<file path="src/rtl/matrix_column_scanner.sv">
// rtl/matrix_column_scanner.sv - time-multiplexed 3-column LED matrix scanner with blanking
module matrix_column_scanner #(
  parameter int SCAN_DIV       = 50000,
  parameter int BLANK_CYCLES   = 4,
  parameter int ROW_ACTIVE_LOW = 1,
  parameter int COL_ACTIVE_LOW = 0
) (
  input  logic       clock,
  input  logic       reset_n,
  input  logic       enable,
  input  logic [6:0] col_2,
  input  logic [6:0] col_1,
  input  logic [6:0] col_0,
  output logic [2:0] matrix_cols,
  output logic [6:0] matrix_rows,
  output logic [1:0] current_col,
  output logic       frame_done
);

  localparam int PW = (SCAN_DIV > 2) ? $clog2(SCAN_DIV) : 1;
  localparam logic [PW-1:0] P_LAST  = PW'(SCAN_DIV - 1);
  localparam logic [PW-1:0] P_BLANK = PW'(BLANK_CYCLES);
  localparam logic [2:0]    COLS_OFF = (COL_ACTIVE_LOW != 0) ? 3'b111 : 3'b000;
  localparam logic [6:0]    ROWS_OFF = (ROW_ACTIVE_LOW != 0) ? 7'h7F : 7'h00;

  typedef enum logic [1:0] {
    IDLE,
    BLANK,
    DRIVE
  } state_t;

  // Every slot opens dark unless blanking is disabled altogether.
  localparam state_t SLOT_START = (BLANK_CYCLES == 0) ? DRIVE : BLANK;

  state_t           state, state_n;
  logic [PW-1:0]    p, p_n;
  logic [1:0]       idx, idx_n;
  logic [2:0][6:0]  shadow, shadow_n;
  logic [6:0]       sel_col;
  logic [2:0]       cols_n;
  logic [6:0]       rows_n;
  logic [1:0]       cur_n;
  logic             fd_n;

  // State, counters, frame snapshot and registered outputs.
  always_ff @(posedge clock or negedge reset_n) begin
    if (!reset_n) begin
      state       <= IDLE;
      p           <= '0;
      idx         <= '0;
      shadow      <= '0;
      matrix_cols <= COLS_OFF;
      matrix_rows <= ROWS_OFF;
      current_col <= '0;
      frame_done  <= 1'b0;
    end else begin
      state       <= state_n;
      p           <= p_n;
      idx         <= idx_n;
      shadow      <= shadow_n;
      matrix_cols <= cols_n;
      matrix_rows <= rows_n;
      current_col <= cur_n;
      frame_done  <= fd_n;
    end
  end

  // Next-state logic; outputs are derived from the next state so they change on the same edge.
  always_comb begin
    state_n  = state;
    p_n      = p;
    idx_n    = idx;
    shadow_n = shadow;
    sel_col  = '0;
    cols_n   = COLS_OFF;
    rows_n   = ROWS_OFF;
    cur_n    = '0;
    fd_n     = 1'b0;

    case (state)
      IDLE: begin
        if (enable) begin
          state_n  = SLOT_START;
          p_n      = '0;
          idx_n    = '0;
          shadow_n = {col_2, col_1, col_0};
        end
      end
      default: begin
        if (!enable) begin
          state_n = IDLE;
          p_n     = '0;
          idx_n   = '0;
        end else if (p == P_LAST) begin
          p_n     = '0;
          state_n = SLOT_START;
          if (idx == 2'd2) begin
            // A new frame starts: the only point where the image may change.
            idx_n    = '0;
            shadow_n = {col_2, col_1, col_0};
          end else begin
            idx_n = idx + 2'd1;
          end
        end else begin
          p_n     = p + PW'(1);
          state_n = (p_n >= P_BLANK) ? DRIVE : BLANK;
        end
      end
    endcase

    case (idx_n)
      2'd0:    sel_col = shadow_n[0];
      2'd1:    sel_col = shadow_n[1];
      2'd2:    sel_col = shadow_n[2];
      default: sel_col = '0;
    endcase

    if (state_n == DRIVE) begin
      cols_n = (3'b001 << idx_n) ^ COLS_OFF;
      rows_n = sel_col ^ ROWS_OFF;
    end

    if (state_n != IDLE) begin
      cur_n = idx_n;
      fd_n  = (idx_n == 2'd2) && (p_n == P_LAST);
    end
  end

endmodule
</file>
<file path="config.mk">
export PLATFORM = sky130hd
export DESIGN_NAME = matrix_column_scanner
export DESIGN_NICKNAME = d
export VERILOG_FILES = /design/src/rtl/matrix_column_scanner.sv
export SDC_FILE = /design/constraint.sdc
export NUM_CORES = 1
export LEC_CHECK = 0
export BUFFER_PORTS_ARGS = -buffer_cell sky130_fd_sc_hd__buf_2
export CAP_MARGIN = 20
export CORE_AREA = 2 2 83 104
export CTS_CLUSTER_DIAMETER = 120
export DETAILED_ROUTE_END_ITERATION = 8
export DIE_AREA = 0 0 85 106
export SLEW_MARGIN = 20
export SYNTH_ARGS = -nofsm -noshare
export SYNTH_HDL_FRONTEND = slang
export SYNTH_SLANG_ARGS = --single-unit
</file>
<file path="constraint.sdc">
create_clock -name clock -period 2.75 [get_ports clock]
set_input_delay 0.4125 -clock clock [delete_from_list [all_inputs] [get_ports clock]]
set_output_delay 0.4125 -clock clock [all_outputs]
set_load 0.02 [all_outputs]
</file>
==> results of run 1 <==
## cell usage in the layout, fill, tap and decap left out, types with 10 or more instances in the layout
master    n
mux2i_1  15
o21ai_0  15
o21ai_1  10
nor2_1   21
nor2b_1  10
dfrtp_1  44
nand2_1  23
inv_1    18
nand3_1  10
buf_2    36
buf_4    26
## synthesized netlist by cell type, drive strengths merged (8+ instances only)
cell type  instances
o21ai             26
dfrtp             47
clkbuf            13
o22ai              8
nor2              21
nand2             23
nand3             10
mux2i             15
buf               11
nor2b             10
xnor2              8
inv               18
## cell families (layout without fill, tap and decap cells)
group / Yosys count / after routing / share of synthesized area
adder cells (fa/ha/maj): 2 / 2 / 0.00843
flip-flops: 54 / 54 / 0.458
multiplexers: 22 / 22 / 0.0771
AO/OA/AOI/OAI: 74 / 74 / 0.165
XOR/XNOR: 9 / 9 / 0.0266
AND/OR/NAND/NOR: 107 / 107 / 0.205
buffers and inverters: 42 / 90 / 0.0598
## metrics by stage
step | hold WS (ns) | setup slack [ns] | cell area (um^2) | std cells
2_1_floorplan | 0.117 | 0.240 | 2970 | 310
3_3_place_gp | 0.458 | 0.168 | 3400 | 447
3_5_place_dp | 0.467 | 0.169 | 3400 | 447
4_1_cts | 0.130 | 0.135 | 3500 | 455
5_1_grt | 0.146 | 0.0122 | 3500 | 455
6_report | 0.105 | 0.164 | 3500 | 455
## registers in the layout (all words and copies together) (netlist names)
name / cells
idx: 2
matrix_cols: 3
p: 16
shadow: 21
frame_done: 1
matrix_rows: 7
current_col: 2
state: 2
## path summary, 6_finish.rpt
kind                                     startpoint  cells past startpoint                  endpoint
worst max-delay path                 p[4]$_DFF_PN0_                      6      frame_done$_DFF_PN0_
worst min-delay path                        reset_n                      1      shadow[12]$_DFF_PN0_
worst max register to register       p[4]$_DFF_PN0_                      6      frame_done$_DFF_PN0_
worst min register to register  shadow[5]$_DFF_PN0_                      2       shadow[5]$_DFF_PN0_
max in group asynchronous                   reset_n                      2  matrix_rows[2]$_DFF_PN1_
min in group clock                         col_0[5]                      3       shadow[5]$_DFF_PN0_
## timing repair
item | in CTS | in global routing
hold buffers | 0 | 0
resized for setup | 0 | 3
setup endpoints to repair | 0 | 1
## power breakdown
group,switching [mW],internal [mW],leakage [nW]
clock,0.282,0.208,0.0478
combinational,0.107,0.0890,0.849
sequential,0.0195,0.849,0.674
total,0.408,1.15,1.57
## critical path: cells and delay by family (launching register included)
kind,cells,cell delay (ns)
simple gates,5,1.52
flops,1,0.59
compound gates,1,0.42
## final cells by class
cell class	instances	area [um^2]
Fill cell	772	4600
Tap cell	97	121
Timing Repair Buffer	64	415
Sequential cell	54	1360
Clock inverter	2	16.3
Clock buffer	6	82.6
Multi-Input combinational cell	214	1440
Inverter	18	67.6
## metal layers
layer	share of wire	global-route usage
met5	0	0
met4	0.020	0.0590
met1	0.45	0.209
met2	0.49	0.281
met3	0.048	0.0272
==> results.md, run 1 <==
- Clock-pin slew on the worst setup and hold paths: 0.10 ns
- Post-DP HPWL: between 5000 and 6000 um
- Post CTS Setup Buffer Count: 0
- Core Util, Final: 0.432
- Post-route setup TNS: 0 ns
- All-layer global routing usage: 0.165
- Reg-to-reg slack, setup: roughly 0.16 ns
- Synth unique cells: between 50 and 60
- CTS root buffer: clkbuf_8
- Area contributors post-synth: dfrtp_1 40%, dfstp_2 6.2%, mux2i_1 5.1%, nand2_1 2.9%, mux2_2 2.7%
- Hold WC Path Type: input pin to async pin
- Relative slew slack: 0.576
- Main flop type after synthesis: dfrtp_1
- Max Buffers Root-to-Sink: 2
- Max-cap violations: 0
- Core ar.: between 8000 and 9000 um^2
- Pins Over Slew Limit: 0
- Final hold violations: 0
- Share of cells above drive strength 1: 0.268
- CTS tree: yes
- Ys Warns: 0
- FF+latch count, synth: 54
- Clk_skew: slightly above 0.006 ns
- Syn nets: 336
- Via/cell ratio: ~5.5
- CP max FO: 12
- Synth Instances: 310
- First DRT Iteration DRCs: 139
- CP startpoint kind: register
- Largest area contributor in the netlist: dfrtp_1
- Worst Setup End Kind: register
- ANT cells: 0
- Leak: 1.57 nW
- Worst Max-Slew Pin Slew: 0.636 ns
- PwrDens: 444 nW/um^2
- Async S/R FF share, synth: 1.00
- Critical Path RT: 3.01 ns
- Grt ovf: 0
- Initial core utilization: 0.366
- # H-tree levels: 2
- Routed Antenna Nets: 0
- Largest net degree at the start of global routing: 31
- Rows: 37
- RSZ-0062 raised after global routing: false
- Via total after detailed routing: 2480
- Top-area cell type share of the netlist area: 0.396
- Skew-Pair Late Insertion Delay: 0.32 ns
- Vias in the first global route: about 2400
- Peak supply drop: 0.241 mV
- Tmin final: 2.59 ns
- Slowest stage cell on the critical path: dfrtp_1
- Status: finished, final reports clean
- Nets: 383
- Final setup violating endpoints: 0
- RD Place Congestion: about 0.85
- WS Path Type: register to register
- Largest stage delay, worst path: 0.59 ns
- Initial antenna violation count: 0
- First-pass GRT wire length: 11800 um
- Die Span X: 85 um
- Num ports: 37
- CP Cell Sequence: nand4_4 > nor4_4 > nand3_1 > a2111o_1 > or4_1 > and4b_1
- Drt total wl: 7360 um
- 1st-pass router iterations: 4
- Post-synthesis instance area: 2970 um^2
- Final Total Pwr: 1.55 mW
- Avg WL per Cell: 16.2 um
- Die Area: 9010 um^2
- Die extent in y: 106 um
- Post-synth EDFFs: 0
- Synth Area per Inst: 9.58 um^2
- F_max: 387 MHz
- Share of the yosys chip area belonging to registers: 0.458
- Area growth from synthesis to layout: 18.0%
- Port bufs: 36
- Critical Path AT: 2.85 ns
- DRC viols: 0
- Final Cycle Share: 0.940
- Clk sinks: 54
- CTS Buf Count: 5
Note: power is estimated with default switching activity, not from simulation.
==> run 2, diff against run 1 <==
--- a/config.mk
+++ b/config.mk
@@ -7,10 +7,10 @@
 export LEC_CHECK = 0
 export BUFFER_PORTS_ARGS = -buffer_cell sky130_fd_sc_hd__buf_2
 export CAP_MARGIN = 20
-export CORE_AREA = 2 2 83 104
+export CORE_AREA = 3 3 84 105
 export CTS_CLUSTER_DIAMETER = 120
 export DETAILED_ROUTE_END_ITERATION = 8
-export DIE_AREA = 0 0 85 106
+export DIE_AREA = 0 0 87 108
 export SLEW_MARGIN = 20
 export SYNTH_ARGS = -nofsm -noshare
 export SYNTH_HDL_FRONTEND = slang
==> results.md, run 2 (synthesized netlist as in run 1, its figures left out) <==
- First-pass GRT wire length: 11900 um (+0.46%)
- Clock power share: 0.342 (+0.027)
- Final Total Pwr: 1.61 mW (+3.5%)
- ANT cells: 0 (unchanged)
- Rows: 36 (-2.7%)
- RD Place Congestion: 0.873 (+2.9%)
- Worst Max-Slew Pin Slew: 0.653 ns (+0.0172 ns)
- Via total after detailed routing: 2438 (-1.7%)
- CTS Buf Count: 5 (unchanged)
- Area of the multi-input gates: 1440 um^2 (+0.26%)
- Top flop regs: shadow (21), p (16), matrix_rows (7)
- Tmin final: 2.60 ns (+0.00995 ns)
- Peak supply drop: 0.300 mV (+24%)
- Die extent in y: 108 um (+1.9%)
- F_max: 385 MHz (-0.38%)
- Switching part of the total: 0.247 (-0.0153)
- Hold Slack: 0.0181 ns (-0.0865 ns)
- Leak: 1.56 nW (-0.53%)
- All-layer global routing usage: 0.161 (-0.00408)
- P_sw: 398 uW (-2.5%)
- Pins Over Slew Limit: 0 (unchanged)
- Nets: 379 (-1.0%)
- Most frequent cells in the layout: 47 x dfrtp_1, 36 x buf_2, 23 x nand2_1, 23 x buf_4, 21 x nor2_1
- Reg power frac: 0.539 (-0.020)
- Most common cell after layout, fill and taps aside: dfrtp_1
- Die Area: 9400 um^2 (+4.3%)
- Critical Path RT: 2.99 ns (-0.02 ns)
- RSZ-0062 raised after global routing: false
- Max reg flops: 21 (unchanged)
- CTS tree: yes
- Fill count: 784 (+1.6%)
- Initial core utilization: 0.377 (+0.0102)
- Post-DP HPWL: 5280 um (-2.8%)
- Critical Path AT: 2.84 ns (about the same)
- Area growth from synthesis to layout: 17.0%
- Drt total wl: 7160 um (-2.7%)
- Cts repair resizes: 0 (unchanged)
- Max Buffers Root-to-Sink: 2 (unchanged)
- DRC viols: 0 (unchanged)
- Num ports: 37 (unchanged)
- CTS root buffer: clkbuf_8
- Clk sinks: 54 (unchanged)
- Via/cell ratio: 5.43 (-0.38%)
- CP max FO: 9 (-3)
- Avg WL per Cell: 16.0 um (-1.4%)
- Final setup violating endpoints: 0 (unchanged)
- Post-route setup slack: 0.154 ns (-0.00995 ns)
- CP startpoint kind: register
- Relative slew slack: 0.564 (-0.0115)
- Routed Antenna Nets: 0 (unchanged)
- Port bufs: 36 (unchanged)
- Internal power: 1.21 mW (+5.6%)
- Hold WC Path Type: input pin to async pin
- WS Path Type: register to register
- 1st-pass router iterations: 4 (unchanged)
- Register area: 1360 um^2 (-0.28%)
- Final Cycle Share: 0.944 (+0.00362)
- Core ar.: 7880 um^2 (-2.7%)
- # H-tree levels: 2 (unchanged)
- DP Area: 3350 um^2 (-1.5%)
- Worst Setup End Kind: register
- Top reg by flops: shadow
- Max-cap violations: 0 (unchanged)
- Grt ovf: 0 (unchanged)
- Largest net degree at the start of global routing: 38 (+23%)
- Status: finished, final reports clean
- Final hold violations: 0 (unchanged)
- PwrDens: 463 nW/um^2 (+4.3%)
- Clock-pin slew on the worst setup and hold paths: 0.10 ns (about the same)
- Fin area: 3470 um^2 (-0.79%)
- Vias in the first global route: 2457 (+4.1%)
- Post-route setup TNS: 0 ns (unchanged)
- Share of cells above drive strength 1: 0.254 (-0.0139)
- Die Span X: 87 um (+2.4%)
- First DRT Iteration DRCs: 70 (-50%)
- Clk_skew: 0.00719 ns (+0.00102 ns)
- Logic pwr share: 0.118 (-0.008)
- Skew-Pair Late Insertion Delay: 0.31 ns (about the same)
- Placement Setup Slack: 0.227 ns (+0.0584 ns)
- Initial antenna violation count: 0 (unchanged)
## run 2: changes by cell type in the layout (fill, tap and decap cells not counted)
| cell | previous run | this run |
|---|---|---|
| buf_4 | 26 | 23 |
| clkinvlp_4 | 1 | 0 |
| dfrtp_2 | 3 | 0 |
| o21ai_1 | 10 | 9 |
| buf_12 | 2 | 1 |
| dfrtp_1 | 44 | 47 |
| clkbuf_8 | 6 | 5 |
| clkinv_4 | 0 | 1 |
| bufinv_16 | 0 | 1 |
| o21ai_2 | 1 | 2 |
## run 2: path summary, 6_finish.rpt
check / from / slack, ns / cells after the start / to
max in group asynchronous: reset_n / 1.90 / 2 / matrix_rows[0]$_DFF_PN1_
worst max-delay path: p[1]$_DFF_PN0_ / 0.15 / 8 / frame_done$_DFF_PN0_
worst min register to register: shadow[17]$_DFF_PN0_ / 0.49 / 2 / shadow[17]$_DFF_PN0_
min in group clock: col_2[3] / 0.33 / 3 / shadow[17]$_DFF_PN0_
worst min-delay path: reset_n / 0.02 / 1 / shadow[13]$_DFF_PN0_
worst max register to register: p[1]$_DFF_PN0_ / 0.15 / 8 / frame_done$_DFF_PN0_
## run 2: cell type report
class | instances | area share
multi-input cells | 214 | 0.414
flip-flops and latches | 54 | 0.391
repair buffers | 60 | 0.107
well taps | 95 | 0.0342
clock buffers | 5 | 0.0198
inverters | 18 | 0.0194
clock inverters | 3 | 0.0137
## run 2: metrics by stage
stage / utilization / instances
finish: 0.441 / 449
global placement: 0.425 / 440
global route: 0.441 / 449
detailed placement: 0.425 / 440
CTS: 0.439 / 448
floorplan: - / 310
## run 2: power by group through the flow
stage | clock (mW) | combinational (mW) | sequential [mW]
2_1_floorplan | 0 | 0.120 | 0.879
3_5_place_dp | 0 | 0.194 | 0.883
3_3_place_gp | 0 | 0.190 | 0.881
5_1_grt | 0.606 | 0.216 | 0.873
4_1_cts | 0.575 | 0.194 | 0.868
6_report | 0.551 | 0.190 | 0.868
## run 2: critical path, stage by stage, from the launching register on
cell and delay (ns):
dfrtp_1 0.48, ha_1 0.26, and3_1 0.26, nand4_1 0.26, buf_4 0.17, nand2_1 0.07, a2111o_1 0.28, or4_1 0.49
and4b_1 0.26
## run 2: routing by layer
| metal | part of all wire | GRT usage |
|---|---|---|
| met2 | 0.50 | 0.278 |
| met5 | 0 | 0 |
| met4 | 0.024 | 0.0501 |
| met3 | 0.035 | 0.0282 |
| met1 | 0.44 | 0.202 |
## run 2: timing repair
action                     CTS  global route
hold endpoints to repair     0             0
setup endpoints to repair    0             2
buffers inserted             0             1
hold buffers                 0             0
==> run 3, diff against run 2 <==
--- a/config.mk
+++ b/config.mk
@@ -5,12 +5,13 @@
 export SDC_FILE = /design/constraint.sdc
 export NUM_CORES = 1
 export LEC_CHECK = 0
+export ABC_AREA = 1
 export BUFFER_PORTS_ARGS = -buffer_cell sky130_fd_sc_hd__buf_2
 export CAP_MARGIN = 20
-export CORE_AREA = 3 3 84 105
+export CORE_AREA = 2 2 83 105
 export CTS_CLUSTER_DIAMETER = 120
 export DETAILED_ROUTE_END_ITERATION = 8
-export DIE_AREA = 0 0 87 108
+export DIE_AREA = 0 0 85 107
 export SLEW_MARGIN = 20
 export SYNTH_ARGS = -nofsm -noshare
 export SYNTH_HDL_FRONTEND = slang
==> results.md, run 3 <==
- Nets: 477 (+26%)
- Post-synthesis instance area: 2990 um^2 (+0.59%)
- Syn nets: 439 (+31%)
- Max reg flops: 21 (unchanged)
- Core ar.: 8100 um^2 (+2.8%)
- Final setup violating endpoints: 0 (unchanged)
- Most frequent cells in the layout: 135 x nand2_1, 55 x nand3_1, 48 x nor2_1
- Ys Warns: 0 (unchanged)
- Synth Instances: 413 (+33%)
- Clock-pin slew on the worst setup and hold paths: 0.11 ns (about the same)
- Cts repair resizes: 0 (unchanged)
- Post-DP HPWL: 5480 um (+3.9%)
- ANT cells: 0 (unchanged)
- Avg WL per Cell: 13.4 um (-16%)
- Critical Path RT: 2.99 ns (about the same)
- Area growth from synthesis to layout: 12.4%
- DP Area: 3260 um^2 (-2.5%)
- Initial core utilization: 0.369 (-0.00802)
- Post-CTS Hold Fix Bufs: 0 (unchanged)
- CP startpoint kind: register
- Final hold violations: 0 (unchanged)
- Initial antenna violation count: 0 (unchanged)
- Worst Max-Slew Pin Slew: 0.457 ns (-0.196 ns)
- Post CTS Setup Buffer Count: 0 (unchanged)
- WS Path Type: register to register
- Most frequent cell after synthesis: nand2_1
- Skew-Pair Late Insertion Delay: 0.31 ns (about the same)
- Drt total wl: 7340 um (+2.5%)
- Fill count: 839 (+7.0%)
- Area of the multi-input gates: 1340 um^2 (-6.6%)
- All-layer global routing usage: 0.176 (+0.0152)
- Final non-filler cell total: 549 (+22%)
- Largest area contributor in the netlist: dfrtp_1
- Post-synth EDFFs: 0 (unchanged)
- Via/cell ratio: 4.89 (-10%)
- Rows: 37 (+2.8%)
- FF+latch count, synth: 54 (unchanged)
- Post-route setup TNS: 0 ns (unchanged)
- Top flop regs: shadow (21), p (16), matrix_rows (7)
- Final Cycle Share: 0.818 (-0.126)
- Share of cells above drive strength 1: 0.188 (-0.0662)
- Post-Synth Adder-Cell Area: 0.00838 (-0.0000494)
- RSZ-0062 raised after global routing: false
- Pins Over Slew Limit: 0 (unchanged)
- Peak supply drop: 0.313 mV (+4.3%)
- F_max: 445 MHz (+15%)
- Share of the yosys chip area belonging to registers: 0.455 (-0.00269)
- Routed Antenna Nets: 0 (unchanged)
- Area share of xor/xnor cells in the synthesized design: 0.00293 (-0.0236)
- Vias in the first global route: 2759 (+12%)
- Via total after detailed routing: 2683 (+10%)
- Hold WC Path Type: input pin to async pin
- Max-cap violations: 0 (unchanged)
- First-pass GRT wire length: 12800 um (+7.7%)
- First DRT Iteration DRCs: 110 (+57%)
- Die Area: 9100 um^2 (-3.2%)
- Final Total Pwr: 2.25 mW (+40%)
- Num ports: 37 (unchanged)
- # H-tree levels: 2 (unchanged)
- Synth Area per Inst: 7.23 um^2 (-24%)
- Commonest cells in the netlist: 135 x nand2_1, 55 x nand3_1, 48 x nor2_1, 47 x dfrtp_1, 46 x inv_1
- Max Buffers Root-to-Sink: 2 (unchanged)
- Placed Cells: 541 (+23%)
- Die extent in y: 107 um (-0.93%)
- DRC viols: 0 (unchanged)
- Synth Area in Compound Gates: 0.0243 (-0.141)
- Top-area cell type share of the netlist area: 0.394 (-0.00232)
- CP max FO: 22 (+13)
- Clk_skew: 0.0168 ns (+0.00964 ns)
- Largest family of logic cells by synthesized area: simple AND/OR/NAND/NOR gates
- Register area: 1360 um^2 (unchanged)
- Main flop type after synthesis: dfrtp_1
- Synth unique cells: 24 (-58%)
- Status: finished, final reports clean
- 1st-pass router iterations: 5 (+1)
- Grt ovf: 0 (unchanged)
- Relative slew slack: 0.694 (+0.130)
- Post-Synth Simple-Gate Area: 0.414 (+0.210)
- Post-synthesis mux area share: 0 (-0.0771)
- Leak: 1.78 nW (+14%)
- Tmin final: 2.25 ns (-0.347 ns)
- CTS root buffer: clkbuf_8
- PwrDens: 672 nW/um^2 (+45%)
- RD Place Congestion: 0.869 (-0.54%)
- Area contributors post-synth: dfrtp_1 39%, nand2_1 17%, nand3_1 9.2%, dfstp_2 6.2%, nor2_1 6.0%
- Critical Path AT: 2.49 ns (-0.35 ns)
- CTS Buf Count: 5 (unchanged)
- Top reg by flops: shadow
- Clk sinks: 54 (unchanged)
- Async S/R FF share, synth: 1.00 (unchanged)
- CTS tree: yes
- Worst Setup End Kind: register
- Die Span X: 85 um (-2.3%)
- Largest net degree at the start of global routing: 55 (+45%)
- Port bufs: 36 (unchanged)
- Most common cell after layout, fill and taps aside: nand2_1
- Fin area: 3360 um^2 (-3.4%)
-- run 3: cell types whose count changed in the layout (fill, tap and decap cells not counted), sizes merged, moves of 8 or more --
| cell | delta |
|---|---|
| nand2 | +121 |
| nand3 | +48 |
| inv | +38 |
| nor2 | +34 |
| buf | -20 |
| o21ai | -20 |
| mux2i | -15 |
| nor2b | -10 |
| nand3b | +8 |
-- run 3: power breakdown --
part | switching, mW | total, mW | leakage [nW] | internal, mW
registers | 0.0697 | 1.06 | 0.681 | 0.986
clock network | 0.266 | 0.470 | 0.0472 | 0.203
logic | 0.504 | 0.730 | 1.05 | 0.225
-- run 3: cell families after synthesis --
kind of cell,Yosys count
AOI/OAI and AO/OA,14
xor gates and xnor gates,1
adders and majority gates,2
buffers and inverters,66
DFF,54
and+or+nand+nor,276
-- run 3: critical path: stages, from the launching register on --
cell     delay (ns)
dfrtp_1        0.38
nor2_1         0.33
nand2_1        0.24
o21ai_0        0.17
inv_2          0.22
nand2_2        0.38
nand2_1        0.09
nand2_1        0.12
nand3_1        0.10
nand3_1        0.09
nand2_1        0.05
-- run 3: final cells by class --
type,instances,area share
clock buffer,6,0.0246
clock inverter,2,0.00373
inverter,57,0.0637
multi-input combinational,293,0.400
sequential,54,0.405
tap,97,0.0362
timing repair buffer,40,0.0663
-- run 3: per-layer routing --
metal | vias up | track usage | wire, um
li1 | 1353 | - | -
met1 | 1234 | 0.212 | 3110
met2 | 78 | 0.306 | 3670
met3 | 18 | 0.0262 | 324
met4 | 0 | 0.0794 | 246
met5 | - | 0 | 0
-- run 3: stage by stage --
step	hold WS (ns)	setup slack, ns	utilization
floorplan	0.117	1.05	-
global placement	0.437	0.456	0.403
detailed placement	0.434	0.501	0.403
CTS	0.0925	0.488	0.414
global route	0.0940	0.158	0.414
finish	0.0682	0.502	0.414
-- run 3: path summary, 6_finish.rpt --
path,startpoint,end,slack (ns),depth (start not counted)
max,state[1]$_DFF_PN0_,matrix_rows[4]$_DFF_PN1_,0.50,10
min,reset_n,p[3]$_DFF_PN0_,0.07,2
max reg2reg,state[1]$_DFF_PN0_,matrix_rows[4]$_DFF_PN1_,0.50,10
min reg2reg,shadow[13]$_DFF_PN0_,shadow[13]$_DFF_PN0_,0.48,2
max in group asynchronous,reset_n,matrix_rows[2]$_DFF_PN1_,2.35,2
min in group clock,col_1[6],shadow[13]$_DFF_PN0_,0.37,3
